<file path="src/rtl/register_read.sv">
// register_read
//   Decode-stage operand fetch for the MIPS core.
//   The rs/rt operands come from the architectural register array. A write-back
//   in the same cycle is forwarded, and $zero always reads as 0. The operands are
//   then held in a 1-entry valid/ready pipeline register for execute.
//
// Ports
//   clk, rst_n                 rising-edge clock, asynchronous active-low reset
//   register                   architectural register array (NREG x DATA_W)
//   rs_number, rt_number       source register indices from decode
//   in_valid / in_ready        decode handshake
//   wb_number, wb_data,
//   wb_reg_write               write-back port (bypass / stall coherence)
//   flush                      kill the held instruction
//   rs_data, rt_data           held operands to execute
//   rs_idx, rt_idx             held source indices
//   out_valid / out_ready      execute handshake
module register_read #(
  parameter int DATA_W = 32,
  parameter int NREG   = 32,
  parameter int ADDR_W = 5
) (
  input  logic              clk,
  input  logic              rst_n,
  input  logic [DATA_W-1:0] register [NREG-1:0],
  input  logic [ADDR_W-1:0] rs_number,
  input  logic [ADDR_W-1:0] rt_number,
  input  logic              in_valid,
  output logic              in_ready,
  input  logic [ADDR_W-1:0] wb_number,
  input  logic [DATA_W-1:0] wb_data,
  input  logic              wb_reg_write,
  input  logic              flush,
  output logic [DATA_W-1:0] rs_data,
  output logic [DATA_W-1:0] rt_data,
  output logic [ADDR_W-1:0] rs_idx,
  output logic [ADDR_W-1:0] rt_idx,
  output logic              out_valid,
  input  logic              out_ready
);

  typedef enum logic {EMPTY = 1'b0, FULL = 1'b1} state_t;

  state_t              state_reg, state_next;
  logic [DATA_W-1:0]   rs_data_reg, rs_data_next;
  logic [DATA_W-1:0]   rt_data_reg, rt_data_next;
  logic [ADDR_W-1:0]   rs_idx_reg, rs_idx_next;
  logic [ADDR_W-1:0]   rt_idx_reg, rt_idx_next;

  logic                accept;
  logic                stall;

  // Fetch path, one instance per source port (0 = rs, 1 = rt).
  logic [ADDR_W-1:0]   src_idx [2];
  logic [DATA_W-1:0]   src_val [2];

  assign src_idx[0] = rs_number;
  assign src_idx[1] = rt_number;

  genvar gi;
  generate
    for (gi = 0; gi < 2; gi++) begin : g_fetch
      // $zero wins over the bypass, the bypass wins over the array.
      assign src_val[gi] = (src_idx[gi] == '0) ? '0 :
                           (wb_reg_write && (wb_number == src_idx[gi])) ? wb_data :
                           register[src_idx[gi]];
    end
  endgenerate

  assign out_valid = (state_reg == FULL);
  assign in_ready  = !flush && (!out_valid || out_ready);
  assign accept    = in_valid && in_ready;
  assign stall     = out_valid && !out_ready;

  always_comb begin
    state_next   = state_reg;
    rs_data_next = rs_data_reg;
    rt_data_next = rt_data_reg;
    rs_idx_next  = rs_idx_reg;
    rt_idx_next  = rt_idx_reg;

    if (flush) begin
      state_next = EMPTY;
    end else if (accept) begin
      state_next = FULL;
    end else if (out_valid && out_ready) begin
      state_next = EMPTY;
    end

    if (accept) begin
      rs_data_next = src_val[0];
      rt_data_next = src_val[1];
      rs_idx_next  = rs_number;
      rt_idx_next  = rt_number;
    end else if (stall) begin
      // Keep the held operands coherent with write-backs that land while
      // execute is not taking them; $zero is never overwritten.
      if (wb_reg_write && (wb_number == rs_idx_reg) && (rs_idx_reg != '0))
        rs_data_next = wb_data;
      if (wb_reg_write && (wb_number == rt_idx_reg) && (rt_idx_reg != '0))
        rt_data_next = wb_data;
    end
  end

  always_ff @(posedge clk or negedge rst_n) begin
    if (!rst_n) begin
      state_reg   <= EMPTY;
      rs_data_reg <= '0;
      rt_data_reg <= '0;
      rs_idx_reg  <= '0;
      rt_idx_reg  <= '0;
    end else begin
      state_reg   <= state_next;
      rs_data_reg <= rs_data_next;
      rt_data_reg <= rt_data_next;
      rs_idx_reg  <= rs_idx_next;
      rt_idx_reg  <= rt_idx_next;
    end
  end

  assign rs_data = rs_data_reg;
  assign rt_data = rt_data_reg;
  assign rs_idx  = rs_idx_reg;
  assign rt_idx  = rt_idx_reg;

endmodule

</file>
<file path="config.mk">
export PLATFORM = sky130hd
export DESIGN_NAME = register_read
export DESIGN_NICKNAME = d
export VERILOG_FILES = /design/src/rtl/register_read.sv
export SDC_FILE = /design/constraint.sdc
export NUM_CORES = 1
export LEC_CHECK = 0
export CAP_MARGIN = 20
export CORE_AREA = 5 5 443 445
export DETAILED_ROUTE_END_ITERATION = 10
export DIE_AREA = 0 0 448 450
export PLACE_DENSITY = 0.3
export SYNTH_ARGS = -nofsm -noshare
export SYNTH_HDL_FRONTEND = slang
export SYNTH_SLANG_ARGS = --single-unit
</file>
<file path="constraint.sdc">
create_clock -name clk -period 2.4 [get_ports clk]
set_input_delay 0.36 -clock clk [delete_from_list [all_inputs] [get_ports clk]]
set_output_delay 0.36 -clock clk [all_outputs]
set_load 0.1 [all_outputs]
</file>
==> flow_summary.toml <==
[floorplanning]
num_rows = 161
die_y_um = 450
core_sq_um = 192000
die_w_um = 448
initial_utilization = 0.102
num_io_pins = 1153
die_area_sq_um = 202000

[worst_setup_path]
cp_max_fo = 23
critPathKind = "input pin to flip-flop"
crit_arrival_ps = 2720
worstSetupEndpointType = "flip-flop"
critical_path_required_ps = 2720
startpoint_type = "input pin"

[finish]
syn2layout_area_growth_pct = 98.1
nNetsFinal = 4346
final_common_cell = "clkdlybuf4s50_1"
layout_common_cells = "1,068 x clkdlybuf4s50_1, 510 x mux2i_1, 416 x buf_4, 253 x mux4_2, 183 x a22oi_1"
drive_above_1_share = 0.270

[clock_tree]
tritoncts = "done"
clock_sinks = 75
numCtsBuffers = 9
path_clk_slew_ps = 80
htree_levels = 3
root_buffer = "clkbuf_16"
clock_path_buffers = 2
clock_latency_ps = 440

[placed_design]
io_buffers = 1152
routabilityCongestion = 0.859
hpwl_mm = 191
post-place-ws_ps = -1090

[outcome]
outcome = "finished with violations"
violations = "setup timing"

[global_route]
grtUsageTotal = 0.207
globalRouteOverflowTotal = 0
use_met3 = 0.0424
grtUsageMet1 = 0.224
grt_max_degree = 76
busiest_layer = "met2"
grt_pass1_vias = 27200
grt_pass1_wl_mm = 277
antenna_found_initial = 102
gr-usage-met2 = 0.403

[logic_synthesis]
ys.flop_type = "dfrtp_1"
synthCells = 1879
synth-compound-area-share = 0.184
ys_async_sr_fraction = 1.00
synth.avg_cell_area_sq_um = 10.4
synth_nets = 2956
yosys_warnings = 0
synth_top_family_by_area = "multiplexers"
yosysUniqueCellTypes = 52
synth_adder_area_share = 0
yosysSeqAreaShare = 0.0961
syn_area_sq_um = 19500
synth_edf_count = 0
yosys_register_bits = 75
synthMuxAreaShare = 0.563
synthSimpleGateAreaFrac = 0.0888
synth_xor_area_frac = 0.00807

[worst_hold_path]
hold_class = "input pin to flip-flop"

[sta]
worst_pin_slew_ps = 723
drv_slew = 0
fmax_mhz = 417
fin_crit_ps = 2400
fin_skew_ps = 19.0
rsz0062_at_grt = "no"
slew_headroom = 0.504
tns_ps = -0.0742
fin_crit_sh = 1.00
setup_viol = 1
finalHoldViolCount = 0
setup_ws_ps = -0.0742

[routing]
finalWirelength_mm = 218
drt_drc_violations_left = 0
post_drt_wl_per_cell_um = 37.3
drt-vias-per-instance = 4.34
ant_nets = 0
drt_pass1_iterations = 5
vias = 25300
drtIter0Drc = 1774

[job]
max_cap_violations = 0

[pwr]
peakVddDrop_mv = 0.401
power_density_nw_per_um2 = 346
p_leak_uw = 0.0149
==> metrics by stage <==
stage / cell area (sq um) / util / power [uW] / hold slack [ps] / cells
floorplan: 19500 / - / 6350 / 64.4 / 1879
global placement: 38000 / 0.198 / 11600 / 474 / 5773
detailed placement: 38000 / 0.198 / 11600 / 472 / 5773
CTS: 38600 / 0.201 / 13700 / 367 / 5800
global route: 38700 / 0.202 / 13900 / 391 / 5826
finish: 38700 / 0.202 / 13400 / 395 / 5840
==> report_power, final <==
group	internal [uW]	total (uW)	switching, uW
clock	936	1900	965
sequential	1530	1830	296
combinational	4230	9680	5460
total	6690	13400	6720
==> logic make-up after synthesis <==
family,after synthesis
mux,781
compound gates,458
simple gates,304
buf+inv,243
flops,75
xor+xnor,18
==> routing by layer <==
| metal | part of all wire | routed length, um | vias up |
|---|---|---|---|
| met4 | 0.025 | 5530 | 32 |
| met1 | 0.37 | 80600 | 13200 |
| met5 | 0.00085 | 185 | - |
| li1 | - | - | 10900 |
| met3 | 0.055 | 11900 | 235 |
| met2 | 0.55 | 120000 | 1016 |
==> path summary, 6_finish.rpt <==
| check | start | end | slack, ps | cells after the start |
|---|---|---|---|---|
| setup / recovery | rt_number[4] | rt_data[9] | -0.07 | 10 |
| hold / removal | rt_number[1] | rt_idx[1] | 390 | 2 |
| setup reg to reg | out_valid | rs_data[10] | 190 | 8 |
| hold reg to reg | rt_data[27] | rt_data[27] | 520 | 1 |
| max in group asynchronous | rst_n | rs_data[4] | 1330 | 3 |
| min in group asynchronous | rst_n | rt_data[20] | 510 | 3 |
==> synthesized netlist by cell type, types with 33 or more instances <==
cell type    n  share of area
nor4_1      65          0.021
dfrtp_1     75          0.096
nand2b_1    34          0.011
a22o_1      33          0.015
buf_2      102          0.026
mux2i_1    510           0.26
nand3_1     36         0.0092
nand2_1     47         0.0090
o22ai_1     64          0.020
a21oi_1     34         0.0087
clkbuf_1   102          0.020
a22oi_1    186          0.071
nand4_1     39          0.012
a221o_1     94          0.048
mux4_2     253           0.29
nor2_1      41         0.0079
==> area by class of cell <==
| class | count | area [sq um] |
|---|---|---|
| timing repair buffer | 1619 | 16400 |
| multi-input combinational | 1561 | 16800 |
| clock inverter | 7 | 105 |
| antenna | 40 | 100 |
| inverter | 3 | 11.3 |
| tap | 2526 | 3160 |
| sequential | 75 | 1880 |
| clock buffer | 9 | 225 |
| fill | 21100 | 153000 |
==> critical path: stages <==
cell and delay (ps):
clkdlybuf4s50_1 480, buf_12 190, buf_4 140, nor4b_4 330
clkbuf_16 330, a22oi_1 120, nand4_1 250, buf_12 150
nor4_2 30, a221o_1 250
==> what timing repair did <==
action	in CTS	in global routing
hold endpoints to repair	13	0
hold buffers	1	0
setup endpoints to repair	35	12
pin swaps	4	2
gates resized for setup	15	9
buffers inserted	10	0
(Power assumes the default switching activity.)
